==> config.mk <==
export PLATFORM = sky130hd
export DESIGN_NAME = dmem_mmio_responder
export DESIGN_NICKNAME = d
export VERILOG_FILES = /design/src/rtl/dmem_mmio_responder.sv
export SDC_FILE = /design/constraint.sdc
export NUM_CORES = 2
export LEC_CHECK = 0
export ABC_AREA = 1
export CORE_MARGIN = 3
export CORE_UTILIZATION = 45
export DETAILED_ROUTE_END_ITERATION = 6
export PLACE_DENSITY = 0.56
export SKIP_LAST_GASP = 1
export SYNTH_ARGS = -nofsm -noshare
export SYNTH_HDL_FRONTEND = slang
export SYNTH_SLANG_ARGS = --single-unit
==> constraint.sdc <==
create_clock -name clk -period 5 [get_ports clk]
set_clock_uncertainty 0.05 [all_clocks]
set_input_delay 1 -clock clk [delete_from_list [all_inputs] [get_ports clk]]
set_output_delay 1 -clock clk [all_outputs]
set_load 0.02 [all_outputs]
==> src/rtl/dmem_mmio_responder.sv <==
`default_nettype none
// ============================================================================
// Module   : dmem_mmio_responder
// Brief    : Data-memory responder: word RAM plus MMIO page (cycle counter,
//            timer compare/IRQ, console TX FIFO). Reads are combinational.
// Revision : 1.0
// ============================================================================
module dmem_mmio_responder #(
  parameter int RAM_WORDS  = 64,
  parameter int FIFO_DEPTH = 8
) (
  input  logic        clk,
  input  logic        reset,
  input  logic        memwrite,
  input  logic [31:0] addr,
  input  logic [31:0] writedata,
  output logic [31:0] readdata,
  output logic        tx_valid,
  output logic [7:0]  tx_data,
  input  logic        tx_ready,
  output logic        timer_irq
);

  localparam int c_aw = $clog2(RAM_WORDS);
  localparam int c_pw = $clog2(FIFO_DEPTH);
  localparam int c_cw = c_pw + 1;
  localparam logic [c_cw-1:0] c_full_cnt = c_cw'(FIFO_DEPTH);

  localparam logic [2:0] c_reg_cycle   = 3'd0;
  localparam logic [2:0] c_reg_txdata  = 3'd1;
  localparam logic [2:0] c_reg_status  = 3'd2;
  localparam logic [2:0] c_reg_dropcnt = 3'd3;
  localparam logic [2:0] c_reg_timecmp = 3'd4;

  logic [31:0]     r_ram [RAM_WORDS];
  logic [7:0]      r_fifo [FIFO_DEPTH];
  logic [c_pw-1:0] r_wptr;
  logic [c_pw-1:0] r_rptr;
  logic [c_cw-1:0] r_count;
  logic [31:0]     r_cycle;
  logic [31:0]     r_timecmp;
  logic [15:0]     r_dropcnt;
  logic            r_irq;

  logic            w_mmio;
  logic [2:0]      w_reg;
  logic [c_aw-1:0] w_ram_idx;
  logic            w_ram_we;
  logic            w_full;
  logic            w_empty;
  logic            w_push;
  logic            w_pop;
  logic            w_push_ok;
  logic            w_drop;
  logic            w_unused_bits;

  assign w_mmio    = addr[31];
  assign w_reg     = addr[4:2];
  assign w_ram_idx = addr[c_aw+1:2];
  assign w_ram_we  = memwrite & ~w_mmio;

  assign w_full    = (r_count == c_full_cnt);
  assign w_empty   = (r_count == '0);
  assign w_push    = memwrite & w_mmio & (w_reg == c_reg_txdata);
  assign w_pop     = ~w_empty & tx_ready;
  // A pop in the same cycle frees the slot a full-FIFO push needs.
  assign w_push_ok = w_push & (~w_full | w_pop);
  assign w_drop    = w_push & w_full & ~w_pop;

  assign tx_valid  = ~w_empty;
  assign tx_data   = w_empty ? 8'd0 : r_fifo[r_rptr];
  assign timer_irq = r_irq;

  assign w_unused_bits = ^{addr[30:c_aw+2], addr[1:0]};

  always_comb begin
    readdata = 32'd0;
    if (!w_mmio) begin
      readdata = r_ram[w_ram_idx];
    end else begin
      case (w_reg)
        c_reg_cycle:   readdata = r_cycle;
        c_reg_status:  readdata = {19'd0, 5'(r_count), 6'd0, w_empty, w_full};
        c_reg_dropcnt: readdata = {16'd0, r_dropcnt};
        c_reg_timecmp: readdata = r_timecmp;
        default:       readdata = 32'd0;
      endcase
    end
  end

  // RAM and FIFO storage carry no reset; only pointers and counts do.
  always_ff @(posedge clk) begin
    if (!reset && w_ram_we) begin
      r_ram[w_ram_idx] <= writedata;
    end
    if (!reset && w_push_ok) begin
      r_fifo[r_wptr] <= writedata[7:0];
    end
  end

  always_ff @(posedge clk) begin
    if (reset) begin
      r_wptr    <= '0;
      r_rptr    <= '0;
      r_count   <= '0;
      r_cycle   <= 32'd0;
      r_timecmp <= 32'hFFFF_FFFF;
      r_dropcnt <= 16'd0;
      r_irq     <= 1'b0;
    end else begin
      r_cycle <= r_cycle + 32'd1;
      r_irq   <= (r_cycle >= r_timecmp);
      if (w_push_ok) begin
        r_wptr <= r_wptr + 1'b1;
      end
      if (w_pop) begin
        r_rptr <= r_rptr + 1'b1;
      end
      case ({w_push_ok, w_pop})
        2'b10:   r_count <= r_count + 1'b1;
        2'b01:   r_count <= r_count - 1'b1;
        default: r_count <= r_count;
      endcase
      if (memwrite && w_mmio && (w_reg == c_reg_timecmp)) begin
        r_timecmp <= writedata;
      end
      if (memwrite && w_mmio && (w_reg == c_reg_dropcnt)) begin
        r_dropcnt <= 16'd0;
      end else if (w_drop && (r_dropcnt != 16'hFFFF)) begin
        r_dropcnt <= r_dropcnt + 16'd1;
      end
    end
  end

endmodule
`default_nettype wire

# Word-level counts from Yosys, hierarchy flattened
# Memories as Yosys holds them, arrays and structs flattened. A register that Yosys moved wholly into a read port is not among the register bits.
# Cells that the tools add are included.
# W data, S select, Z words.
dict set report word_totals {
  reg_bits 91
  ramBits 2112
  in_bits 68
  out_inout_bits 42
  mem_count 2
}
dict set report classes {
  add_sub_neg 6
  magnitude_cmp 1
  eq_ne 8
  mux 10
  n_bitwise 12
  reduce_logical 11
}
# memory words width read_ports rd_ports_with_merged_regs wr line
set memory_table {}
lappend memory_table {r_ram 64 32 1 0 1 35} ;# logic [31:0] r_ram [RAM_WORDS];
lappend memory_table {r_fifo 8 8 1 1 1 36} ;# logic [7:0] r_fifo [FIFO_DEPTH];
# op n
set ops {}
lappend ops {{$pmux W32 S4} 1}
lappend ops {{$add A32 B1 Y32 const B} 1}
lappend ops {{$ge A32 B32 Y1} 1}
lappend ops {{$mux W32} 1}
lappend ops {{$add A16 B1 Y16 const B} 1}
lappend ops {{$ne A16 B16 Y1 const B} 1}
lappend ops {{$mux W8} 1}
lappend ops {{$pmux W4 S2} 1}
lappend ops {{$and A1 B1 Y1} 7}
lappend ops {{$add A3 B1 Y3 const B} 2}
lappend ops {{$eq A3 B2 Y1 const B} 2}
lappend ops {{$logic_and A1 B1 Y1} 6}
lappend ops {{$mux W3} 2}
lappend ops {{$add A4 B1 Y4 const B} 1}
lappend ops {{$eq A4 B4 Y1 const B} 1}
lappend ops {{$logic_not A4 Y1} 1}
lappend ops {{$mux W1} 4}
lappend ops {{$not A1 Y1} 4}
lappend ops {{$sub A4 B1 Y4 const B} 1}
lappend ops {{$eq A3 B1 Y1 const B} 1}
lappend ops {{$eq A3 B3 Y1 const B} 1}
lappend ops {{$logic_not A3 Y1} 1}
lappend ops {{$eq A2 B1 Y1 const B} 1}
lappend ops {{$eq A2 B2 Y1 const B} 1}
lappend ops {{4 further kinds} 4}

# Depth between registers and ports, before layout
dict set report depth {
  word_depth 8
  depth_mapped 15
  depth_no_buf 14
}

# Worst setup path before layout
# OpenSTA, ideal clock, no wires.
dict set report synth_path {
  path_kind {input -> register}
  from {input addr[4]}
  to {memory r_ram[13][0], enable pin}
  setup_time_ns 0.421
  arrival_time_ns 3.391
  t_required_ns 4.529
  slack_ns 1.138
  stages 7
  n_path_buf 3
  cell_sequence {buf_2 > clkinv_1 > clkbuf_1 > buf_1 > nor2_1 > nand2_1 > nor2_1}
}
# item line
set synth_rtl {}
lappend synth_rtl {{from (decl)} 15} ;# input logic [31:0] addr,
lappend synth_rtl {{to (decl)} 35}
# No word-level cell before the write port.

# Final worst setup path
dict set report layout_path {
  from {input addr[7]}
  to {output readdata[0]}
}
dict set report layout_via {
  elab_chain_len 2
}
# item line
set layout_lines {}
lappend layout_lines {{$mem_v2 Z64 W32} -}
lappend layout_lines {{$mux W32} 78} ;# if (!w_mmio) begin
lappend layout_lines {{to (decl)} 17} ;# output logic [31:0] readdata,
# No other way between the ends.

==> impl_metrics.yaml <==
synth:
  synth.distinct_cells: 38
  netlist_area_um2: 90000
  synth_edf_count: 2112
  synth_top_area_frac: 0.704
  synthFlopType: "edfxtp_1"
  netlist_top_cells_area: "edfxtp_1 70%, nand2_1 14%, nand3_1 3.2%, dfxtp_1 2.1%, nand4_1 1.8%"
  synth-seq-cells: 2206
  yosysWarnings: 0
  yosysSeqAreaShare: 0.725
  syn_area_per_cell_um2: 11.2
  synthCells: 8026
  yosysTopAreaCell: "edfxtp_1"
  ys_async_sr_fraction: 0
  syn_nets: 8133
global_routing:
  grt_usage: 0.271
  grt_pass1_vias: 58300
  antenna_found_initial: 14
  use_met1: 0.374
  busiest_layer: "met2"
  grt_max_degree: 88
  use_met3: 0.0416
  met2_usage: 0.445
  grt-ovfl-total: 0
  grt_pass1_wl_um: 406000
drt:
  wl_per_cell_um: 25.3
  routed_wl_um: 282000
  first_pass_iters: 6
  viasPerCell: 5.53
  drc: 0
  ant_nets: 0
  via_count: 61700
  drt_iter0_drc: 6407
timing:
  max-slew-margin-rel: 0.0881
  layout_setup_ws_ns: 0.00146
  rsz0062_at_grt: "yes"
  fmax_mhz: 200
  layout_min_cycle_time_ns: 5.00
  finalCritPeriodShare: 1.00
  worst_slew_pin_slew_ns: 1.36
  drv_slew: 0
  setup_viol: 0
  tns_ns: 0
  final-hold-violation-count: 0
flow_run:
  cap_violations: 0
placement:
  place_ws_ns: -0.0881
  placed_cells: 10700
  post-dp-hpwl_um: 165000
  place.gp.congestion: 0.882
  io_buffers: 84
critical_path:
  critPathKind: "input port to output port"
  worstSetupStartpointType: "input port"
  cp.required_ns: 3.95
  crit_path_end_kind: "output port"
  critical_path_buf_inv_count: 7
  path_delay_family: "buffers and inverters"
  critPathMaxFanout: 8
  slowest_stage: "clkdlybuf4s50_1"
  cp.arrival_ns: 3.95
  cpPeakStageDelay_ns: 0.58
  path_cells: "clkdlybuf4s50_1 -> buf_4 -> nor2_2 -> buf_12 -> inv_1 -> nor2_1 -> buf_4 -> nand3_1 -> nand2_1 -> inv_1 -> nand2_2 -> o21ai_0 -> nand2_1 -> clkdlybuf4s50_1"
outcome:
  status: "complete, no violations"
cells_and_area:
  stdcell_count: 11200
  fin_util: 0.527
  nets: 8431
  fill_cells: 16900
  areaGrowthSynthToFinish_pct: 16.0
  drive_above_1_share: 0.0985
  final_cell_mix: "3410 x nand2_1, 2112 x edfxtp_1, 576 x nand3_1"
  final_common_cell: "nand2_1"
power_and_ir_drop:
  internal_power_mw: 30.3
  irDropWorstVdd_mv: 0.376
  pwr-share-comb: 0.081
  pwr-share-clk: 0.407
  p_seq_frac: 0.512
  p_sw_frac: 0.237
  powerDensity_nw_per_um2: 381
  netSwitchingPower_mw: 9.43
  leakage_nw: 39.1
floorplanning:
  core_area_um2: 198000
  die_y_um: 453
  rows: 163
  dieArea_um2: 205000
  start_util: 0.455
  die_w_um: 453
  pin_count: 110
clocking:
  cts.htree.levels: 4
  ctsHoldBuffers: 0
  clockBufferDepth: 3
  cts_buffers: 225
  cts.sinks: 2206
  clk_latency_ns: 0.86
  cts_tree: "built"
  cts_root_buffer: "clkbuf_16"
  clk_pin_slew_ns: 0.06
hold_path:
  hold_path.class: "flop to flop"
## kinds of logic after synthesis
group	Yosys count	synth area share
xor+xnor	14	0.00136
fa+ha+maj	39	0.00550
flops	2206	0.725
buf+inv	699	0.0323
simple gates	4613	0.209
compound gates	455	0.0264
## flip-flops by register name, indices dropped and copies added (netlist names), named ones only
| signal | count |
|---|---|
| r_ram | 2048 |
| r_dropcnt | 16 |
| r_cycle | 32 |
| r_timecmp | 32 |
| timer_irq | 1 |
| r_fifo | 64 |
| r_rptr | 3 |
| r_count | 4 |
| r_wptr | 3 |
## layout make-up
type | instances | area (um^2) | area share
Multi-Input combinational cell | 5121 | 22400 | 0.214
Clock buffer | 300 | 6010 | 0.0575
Tap cell | 2640 | 3300 | 0.0316
Timing Repair Buffer | 496 | 5430 | 0.0520
Antenna cell | 7 | 17.5 | 0.000168
Clock inverter | 120 | 975 | 0.00933
Inverter | 274 | 1060 | 0.0102
Sequential cell | 2206 | 65300 | 0.625
## repair_timing
action	CTS	global route
endpoints found under the setup margin	3	15
buffers inserted	0	0
gates cloned	0	1
hold endpoints to repair	0	0
resized for setup	3	20
## routing by layer
layer	wire length, um	vias up
met2	135000	2574
li1	-	28200
met3	22000	407
met1	117000	30500
met4	8380	6
met5	34	-
## metrics by stage
step	power, mW	hold slack [ns]	instance area [um^2]
2_1_floorplan	22.3	0.380	90000
3_3_place_gp	23.9	0.398	97400
3_5_place_dp	23.9	0.403	97400
4_1_cts	40.0	0.355	104000
5_1_grt	41.0	0.412	104000
6_report	39.8	0.408	104000
## tightest hold or removal path: stages, from the launching register on
cell and delay [ns]:
dfxtp_1 0.31, inv_1 0.05, a21oi_1 0.06
## synthesized netlist by cell type (2+ instances only)
| cell | count |
|---|---|
| nand2_1 | 3415 |
| edfxtp_1 | 2112 |
| nand3_1 | 577 |
| nor2_1 | 304 |
| inv_1 | 271 |
| nand4_1 | 261 |
| a21oi_1 | 259 |
| buf_2 | 216 |
| clkbuf_1 | 140 |
| o21ai_0 | 139 |
| dfxtp_1 | 94 |
| buf_1 | 66 |
| ha_1 | 38 |
| o22ai_1 | 35 |
| nor3_1 | 26 |
| xor2_1 | 14 |
| a31oi_1 | 8 |
| nand3b_1 | 7 |
| nor2_2 | 6 |
| nor3b_1 | 4 |
| o21a_1 | 4 |
| or2_2 | 4 |
| buf_4 | 3 |
| nand2_2 | 3 |
| nor4_1 | 3 |
| a22oi_1 | 2 |
| clkinv_1 | 2 |
| nor2_4 | 2 |
| o221ai_1 | 2 |
## path summary, 6_finish.rpt
check	from	to	slack [ns]	cells after the start
worst max-delay path	addr[7]	readdata[0]	0.001	14
worst min-delay path	r_rptr[2]	flop	0.41	2
worst max register to register	r_count[1]	r_count[3]	2.04	11
worst min register to register	r_rptr[2]	flop	0.41	2
## power groups by stage
| stage | clock (mW) | sequential [mW] | combinational (mW) |
|---|---|---|---|
| 2_1_floorplan | 0 | 20.7 | 1.54 |
| 3_3_place_gp | 0 | 20.7 | 3.17 |
| 3_5_place_dp | 0 | 20.8 | 3.20 |
| 4_1_cts | 16.4 | 20.4 | 3.21 |
| 5_1_grt | 17.2 | 20.4 | 3.48 |
| 6_report | 16.2 | 20.4 | 3.23 |
No activity file was read; power rests on OpenSTA's default activity.
